[config.mk]
export PLATFORM = sky130hd
export DESIGN_NAME = mcu_el2_dccm_arb
export DESIGN_NICKNAME = d
export VERILOG_FILES = /design/src/rtl/mcu_el2_dccm_arb.sv
export SDC_FILE = /design/constraint.sdc
export NUM_CORES = 1
export LEC_CHECK = 0
export BUFFER_PORTS_ARGS = -buffer_cell sky130_fd_sc_hd__buf_2
export CAP_MARGIN = 20
export CORE_AREA = 2 2 100 102
export DETAILED_ROUTE_END_ITERATION = 8
export DIE_AREA = 0 0 102 104
export GPL_TIMING_DRIVEN = 0
export SETUP_SLACK_MARGIN = 0.5
export SYNTH_ARGS = -nofsm -noshare
export SYNTH_HDL_FRONTEND = slang
export SYNTH_SLANG_ARGS = --single-unit
[constraint.sdc]
create_clock -name clk -period 4.1 [get_ports clk]
set_clock_uncertainty 0.1 [all_clocks]
set_input_delay 1.23 -clock clk [delete_from_list [all_inputs] [get_ports clk]]
set_output_delay 1.23 -clock clk [all_outputs]
set_load 0.01 [all_outputs]
[src/rtl/mcu_el2_dccm_arb.sv]
// LSU/DMA arbiter for the single-ported DCCM: one access per cycle, read responses tagged by owner.
// Optional starvation override for DMA is compiled in with `define MCU_DCCM_ARB_FAIRNESS_EN.
//
//   state     | meaning
//   LSU_PRI   | LSU wins simultaneous requests; DMA blocked cycles are counted
//   DMA_FORCE | DMA wins simultaneous requests (starvation override)
module mcu_el2_dccm_arb #(
  parameter int DCCM_BITS        = 16,
  parameter int DCCM_FDATA_WIDTH = 39,
  parameter int DMA_MAX_STALL    = 7
) (
  input  logic                        clk,
  input  logic                        rst,
  input  logic                        lsu_req,
  input  logic                        lsu_wr,
  input  logic [DCCM_BITS-1:0]        lsu_addr,
  input  logic [DCCM_FDATA_WIDTH-1:0] lsu_wdata,
  output logic                        lsu_gnt,
  input  logic                        dma_req,
  input  logic                        dma_wr,
  input  logic [DCCM_BITS-1:0]        dma_addr,
  input  logic [DCCM_FDATA_WIDTH-1:0] dma_wdata,
  output logic                        dma_gnt,
  output logic                        dccm_wren,
  output logic                        dccm_rden,
  output logic [DCCM_BITS-1:0]        dccm_addr,
  output logic [DCCM_FDATA_WIDTH-1:0] dccm_wdata,
  input  logic [DCCM_FDATA_WIDTH-1:0] dccm_rdata,
  output logic                        rsp_valid,
  output logic                        rsp_dma,
  output logic [DCCM_FDATA_WIDTH-1:0] rsp_rdata,
  output logic                        dma_forced
);

  logic dma_win;
  logic rsp_valid_q;
  logic rsp_dma_q;

`ifdef MCU_DCCM_ARB_FAIRNESS_EN
  typedef enum logic {LSU_PRI = 1'b0, DMA_FORCE = 1'b1} state_t;

  localparam logic [7:0] MaxStall = 8'(DMA_MAX_STALL);

  state_t     state_q, state_d;
  logic [7:0] stall_cnt_q, stall_cnt_d;

  always_ff @(posedge clk or posedge rst) begin
    if (rst) begin
      state_q     <= LSU_PRI;
      stall_cnt_q <= 8'd0;
    end else begin
      state_q     <= state_d;
      stall_cnt_q <= stall_cnt_d;
    end
  end

  // Counts consecutive cycles DMA is requesting but not granted; any grant or withdrawal clears it.
  always_comb begin
    stall_cnt_d = 8'd0;
    if (dma_req && !dma_gnt) begin
      stall_cnt_d = (stall_cnt_q >= MaxStall) ? MaxStall : stall_cnt_q + 8'd1;
    end
  end

  always_comb begin
    state_d = state_q;
    case (state_q)
      LSU_PRI:   if (stall_cnt_d == MaxStall) state_d = DMA_FORCE;
      DMA_FORCE: if (dma_gnt || !dma_req)     state_d = LSU_PRI;
      default:   state_d = LSU_PRI;
    endcase
  end

  always_comb begin
    dma_win    = (state_q == DMA_FORCE);
    dma_forced = dma_win & dma_gnt;
  end
`else
  assign dma_win    = 1'b0;
  assign dma_forced = 1'b0;
`endif

  // Grants are suppressed while reset is held so no access leaks out during reset.
  always_comb begin
    lsu_gnt = 1'b0;
    dma_gnt = 1'b0;
    if (!rst) begin
      if (dma_win) begin
        dma_gnt = dma_req;
        lsu_gnt = lsu_req & ~dma_req;
      end else begin
        lsu_gnt = lsu_req;
        dma_gnt = dma_req & ~lsu_req;
      end
    end
  end

  always_comb begin
    dccm_wren  = 1'b0;
    dccm_rden  = 1'b0;
    dccm_addr  = '0;
    dccm_wdata = '0;
    if (lsu_gnt) begin
      dccm_wren  = lsu_wr;
      dccm_rden  = ~lsu_wr;
      dccm_addr  = lsu_addr;
      dccm_wdata = lsu_wdata;
    end else if (dma_gnt) begin
      dccm_wren  = dma_wr;
      dccm_rden  = ~dma_wr;
      dccm_addr  = dma_addr;
      dccm_wdata = dma_wdata;
    end
  end

  always_ff @(posedge clk or posedge rst) begin
    if (rst) begin
      rsp_valid_q <= 1'b0;
      rsp_dma_q   <= 1'b0;
    end else begin
      rsp_valid_q <= dccm_rden;
      rsp_dma_q   <= dma_gnt;
    end
  end

  assign rsp_valid = rsp_valid_q;
  assign rsp_dma   = rsp_dma_q;
  assign rsp_rdata = rsp_valid_q ? dccm_rdata : '0;

endmodule
Yosys cells after proc, flatten, opt, wreduce, memory -nomap -nowiden
Cells that the tools add are included.
- input port bits: 155
- word-level logic and storage cells: 17
- latch bits: 0
- bits in registers: 2
- bits in writable memories: 0
- memories: 0
- ROM bits: 0
- multipliers: 0
- reduce and logical (&&, ||, !) cells: 0
- shift operators: 0
- divide/modulo/power cells: 0
- bitwise operators: 4
- $lt $le $gt $ge: 0
- add/sub/neg operators: 0
- mux-type cells: 11
- equality and inequality tests: 0
- operator list (cell ; number):
    $mux W39 ; 3
    $mux W16 ; 2
    $mux W1 ; 6
    $not A1 Y1 ; 3
    $and A1 B1 Y1 ; 1

Logic depth before layout (Yosys ltp)
Gate-level depths: netlist of run 1.
- word-level depth: 5
- depth in mapped cells: 4
- mapped depth without buffers: 2

Worst setup path after synthesis of run 1
Ideal clock, no wire load.
- kind: input to output
- from: in lsu_req
- to: out dccm_addr[0]
- arrival time: 1.894 ns
- slack: 0.876 ns
- cell stages on the path: 4
- buffers on the path: 2
- cell sequence: nor2b_2 -> buf_6 -> buf_4 -> a32o_1
- word-level cells in the longest chain between the ends: 5
- elaborated cells on any way between the ends: 6
- RTL lines (item ; line ; RTL):
    start, declared ; 14 ; input logic lsu_req,
    $not A1 Y1 ; 93 ; dma_gnt = dma_req & ~lsu_req;
    $and A1 B1 Y1 ; 93 ;
    $mux W1 ; 87 ; if (!rst) begin
    $mux W16 ; 108 ; end else if (dma_gnt) begin
    $mux W16 * ; 103 ; if (lsu_gnt) begin
    end, declared ; 26 ; output logic [DCCM_BITS-1:0] dccm_addr,
Every way passes the cells marked *; elsewhere a longest branch is shown, timed or not.

Final worst setup path of run 1
- from: in rst
- to: out dccm_addr[7]
- word-level cells in the longest chain between the ends: 3
- elaborated cells on any way between the ends: 4
- RTL lines (item ; line ; RTL):
    start, declared ; 13 ; input logic rst,
    $mux W1 ; 87 ;
    $mux W16 ; 108 ;
    $mux W16 * ; 103 ;
Marked as above.

==> flow_metrics.py, run 1 <==
metrics = {
    "synth": {
        "ys_types": 11,
        "ys_warn_count": 0,
        "synth_cells": 128,
        "syn_nets": 283,
        "synth_area_per_cell_um2": 8.162,
        "synth_area_um2": 1045,
        "synth_seq_area_share": 0.04790,
        "ys_ff_latch": 2,
    },
    "final_layout": {
        "layout.nets": 541,
        "n_antenna_cell": 0,
        "syn_to_final_growth_pct": 142.8,
        "drive_gt1_frac": 0.7161,
        "post-route-util": 0.2656,
        "postLayoutCellArea_um2": 2536,
        "fin_cells": 517,
    },
    "routing": {
        "dr.first_iter.drc_count": 77,
        "vias": 2201,
        "antenna_left": 0,
        "drt-total-wl_um": 7346,
        "viasPerCell": 4.257,
        "wl_per_cell_um": 14.21,
        "drcViolationCount": 0,
        "drt_first_pass_iters": 5,
    },
    "sta": {
        "max_freq_mhz": 285.5,
        "postLayoutSetupSlackWorst_ns": 0.5978,
        "slew_violations": 0,
        "hold_slack_ns": 0.8540,
        "post-route-min-period_ns": 3.502,
        "period_share": 0.8542,
        "hold_viol": 0,
        "finalSetupViolCount": 0,
        "rsz0062_at_grt": "false",
        "tns_ns": 0,
    },
    "cts": {
        "cts_tree": "yes",
        "cts_root_buf": "clkbuf_8",
        "clock_path_buffers": 2,
        "clk_pin_slew_worst_paths_ns": 0.03,
        "clock_sinks": 2,
        "cts_max_level": 1,
        "hold_buffers": 0,
        "cts_buffers": 3,
        "postCtsSetupRepairBufs": 0,
    },
    "worst_setup_path": {
        "path_class": "in2out",
        "crit_start": "rst",
        "critPathArrivalTime_ns": 2.17,
        "cp_max_fo": 10,
        "worstSetupEndpointType": "output port",
        "cp.required_ns": 2.77,
        "cp-start-kind": "primary input",
    },
    "status": {
        "status": "finished clean",
    },
    "min_path": {
        "hp-class": "in2async",
    },
    "floorplan": {
        "fp-row-count": 36,
        "fp.dieH_um": 104,
        "io_pins": 256,
        "die_w_um": 102,
        "core_area_um2": 9549,
        "start_util": 0.1094,
        "die-area_um2": 10610,
    },
    "pwr": {
        "irDropWorstVdd_mv": 0.06934,
        "power_frac_comb": 0.713,
        "p_sw_mw": 0.1322,
        "intPower_mw": 0.2108,
        "pwr-share-seq": 0.063,
        "p_sw_frac": 0.3854,
        "p_clk_frac": 0.223,
        "leakagePower_nw": 1.525,
        "power_density_nw_per_um2": 135.2,
        "fin_total_pwr_mw": 0.3430,
    },
    "grt": {
        "first_global_vias": 2052,
        "grt_first_pass_wirelength_um": 10320,
        "gr-usage-all-layers": 0.1190,
        "overflow": 0,
        "antenna_found_initial": 0,
        "grt_max_degree": 11,
    },
    "placement": {
        "gp_congestion": 0.8479,
        "post-place-ws_ns": 0.4907,
        "placed_area_um2": 2477,
        "port_buffers": 253,
        "dp_hpwl_um": 6265,
        "placedCellCount": 514,
    },
    "flow_run": {
        "cap_violations": 0,
    },
}
## per-layer routing
metal | part of all wire | routed length, um | GRT usage | vias up
met2 | 0.50 | 3673 | 0.2270 | 158
met3 | 0.097 | 714 | 0.01680 | 6
met4 | 0.0082 | 60 | 0.01143 | 0
li1 | - | - | - | 1042
met1 | 0.39 | 2896 | 0.1427 | 995
met5 | 0 | 0 | 0 | -
## cells by family after synthesis
group	after synthesis	synth area share
compound gates	57	0.5461
simple gates	42	0.2539
buf+inv	26	0.1485
flops	2	0.04791
other cells	1	0.003589
## critical path, stage by stage
cell and delay, ns:
buf_2 0.16, nor2_4 0.14, buf_6 0.17, buf_6 0.15, a32o_1 0.17, buf_2 0.14
## flip-flops by register name, indices dropped and copies added, names as in the netlist
name,flops
rsp_valid,1
rsp_dma,1
## cell usage after synthesis, drive strengths merged
master  instances  area share
a32o           57        0.55
and2           40        0.24
buf            17        0.12
clkbuf          6       0.022
inv             3       0.011
dfrtp           2       0.048
conb            1      0.0036
nor2            1      0.0060
nor2b           1      0.0084
## cell usage in the layout, fill, tap and decap left out
cell type	n
buf_8	1
nor2_4	1
inv_1	3
nor2b_4	1
buf_2	263
dfrtp_1	2
clkbuf_1	6
clkbuf_8	3
buf_4	1
buf_6	5
and2_1	40
conb_1	1
a32o_1	57
## worst paths after layout
path / end / slack (ns) / cells past startpoint
setup / recovery: dccm_addr[7] / 0.60 / 6
hold / removal: rsp_dma$_DFF_PP0_ / 0.85 / 2
max in group asynchronous: rsp_valid$_DFF_PP0_ / 2.93 / 2
min in group clk: rsp_valid$_DFF_PP0_ / 1.27 / 3
## repair_timing
action                     4_1_cts  5_1_grt
gates cloned                     0        0
setup endpoints to repair        3        1
gates resized for setup          2        2
## power groups by stage
stage | clock network [mW] | logic (mW) | registers, mW
6_report | 0.0766 | 0.245 | 0.0217
5_1_grt | 0.0811 | 0.266 | 0.0219
4_1_cts | 0.0795 | 0.246 | 0.0217
3_5_place_dp | 0 | 0.243 | 0.0219
3_3_place_gp | 0 | 0.241 | 0.0219
2_1_floorplan | 0 | 0.106 | 0.0221
## cell type report
cell class | count | area (um2)
fill | 1099 | 7013
timing repair buffer | 253 | 1266
multi-input combinational | 100 | 849.6
tap | 133 | 166.4
buffer | 23 | 151.4
sequential | 2 | 50.05
clock buffer | 3 | 41.29
inverter | 3 | 11.26
Power figures use the tool's default switching activity.
==> run 2, diff against run 1 <==
Settings changed: REMOVE_ABC_BUFFERS set to 1.
==> flow_metrics.py, run 2 (synthesis gave the netlist of run 1 again) <==
metrics = {
    "sta": {
        "finalSetupViolCount": 0,
        "hold_viol": 0,
        "slew_violations": 0,
        "max_freq_mhz": 283.9,
        "slew_headroom": 0.4394,
        "rsz0062_at_grt": "false",
        "tns_ns": 0,
        "period_share": 0.8590,
        "postLayoutSetupSlackWorst_ns": 0.5780,
        "worst_slew_pin_slew_ns": 0.8409,
        "post-route-min-period_ns": 3.522,
    },
    "final_layout": {
        "drive_gt1_frac": 0.7209,
        "n_antenna_cell": 0,
        "multi_input_comb_area_um2": 874.6,
        "layout_common_cells": "buf_2 (253), a32o_1 (57), and2_1 (40)",
        "syn_to_final_growth_pct": 141.2,
        "final_common_cell": "buf_2",
        "regArea_um2": 50.05,
        "layout.nets": 526,
        "n_fill_cell": 1074,
    },
    "cts": {
        "hold_buffers": 0,
        "clock_sinks": 2,
        "cts_max_level": 1,
        "cts_buffers": 3,
        "clock_path_buffers": 2,
        "clk_pin_slew_worst_paths_ns": 0.03,
        "cts_root_buf": "clkbuf_8",
        "cts_tree": "yes",
    },
    "worst_setup_path": {
        "path_buf_inv": 3,
        "cp_max_fo": 34,
        "path_cells": "buf_2 -> nor2b_4 -> buf_16 -> a32o_1 -> buf_2",
        "worstSetupEndpointType": "output port",
        "critPathMaxStageDelay_ns": 0.27,
        "critPathArrivalTime_ns": 2.19,
        "cp.required_ns": 2.77,
        "crit_path_frequent_cell": "buf_2",
        "crit_family": "buffers and inverters",
        "cp-start-kind": "primary input",
        "crit_path_top_delay_cell": "nor2b_4",
        "path_class": "in2out",
    },
    "routing": {
        "drcViolationCount": 0,
        "viasPerCell": 4.335,
        "wl_per_cell_um": 15.45,
        "dr.first_iter.drc_count": 68,
        "drt-total-wl_um": 7757,
        "drt_first_pass_iters": 4,
        "vias": 2176,
        "antenna_left": 0,
    },
    "grt": {
        "gr-usage-all-layers": 0.1272,
        "first_global_vias": 1975,
        "grt_first_pass_wirelength_um": 10430,
        "grt_max_degree": 59,
        "overflow": 0,
        "antenna_found_initial": 0,
    },
    "floorplan": {
        "io_pins": 256,
        "core_area_um2": 9549,
        "start_util": 0.1094,
        "fp.dieH_um": 104,
        "die-area_um2": 10610,
        "fp-row-count": 36,
        "die_w_um": 102,
    },
    "placement": {
        "gp_congestion": 0.7752,
        "port_buffers": 254,
        "post-place-ws_ns": 0.2586,
    },
    "flow_run": {
        "cap_violations": 0,
    },
    "pwr": {
        "leakagePower_nw": 1.491,
        "power_density_nw_per_um2": 136.5,
        "fin_total_pwr_mw": 0.3440,
        "irDropWorstVdd_mv": 0.07030,
    },
    "status": {
        "status": "finished clean",
    },
    "min_path": {
        "hp-class": "in2async",
    },
}
[run 2: cell types whose count changed in the layout (fill, tap and decap cells not counted), moves of 2 or more]
cell | previous run | this run
buf_12 | 0 | 2
buf_16 | 0 | 2
buf_2 | 263 | 253
buf_6 | 5 | 0
clkbuf_1 | 6 | 0
[run 2: per-stage QoR]
step,instance area (um2),utilization,hold slack [ns],std cells
5_1_grt,2520,0.2639,0.9074,502
2_1_floorplan,900.9,-,0.8712,105
3_3_place_gp,2338,0.2449,1.011,492
6_report,2520,0.2639,0.8979,502
4_1_cts,2520,0.2639,0.9012,502
3_5_place_dp,2404,0.2517,1.044,494
[run 2: final timing paths]
check | from | end | slack, ns | cells past startpoint
max | lsu_req | dccm_wdata[33] | 0.58 | 5
min in group clk | lsu_wr | rsp_valid$_DFF_PP0_ | 1.25 | 3
min | rst | rsp_valid$_DFF_PP0_ | 0.90 | 2
max in group asynchronous | rst | rsp_dma$_DFF_PP0_ | 2.88 | 2
[run 2: per-layer routing]
metal | GRT usage | vias to the layer above | wire length, um
met2 | 0.2542 | 177 | 4055
met4 | 0.01238 | 0 | 27
met1 | 0.1261 | 984 | 2522
met3 | 0.04503 | 2 | 1152
met5 | 0 | - | 0
li1 | - | 1013 | -
[run 2: report_power, final]
group,switching [mW],internal (mW),leakage (nW)
logic,0.115,0.128,1.44
registers,0.00456,0.0208,0.0267
clock network,0.0142,0.0620,0.0216
[run 2: layout make-up]
| class | instances | share of cell area |
|---|---|---|
| Sequential cell | 2 | 0.01986 |
| Tap cell | 133 | 0.06604 |
| Timing Repair Buffer | 259 | 0.5462 |
| Multi-Input combinational cell | 102 | 0.3471 |
| Inverter | 3 | 0.004469 |
| Clock buffer | 3 | 0.01639 |
[run 2: timing repair]
action / in CTS / in global routing
setup buffers: 3 / 0
hold endpoints to repair: 0 / 0
gates resized for setup: 3 / 0
setup endpoints to repair: 59 / 0
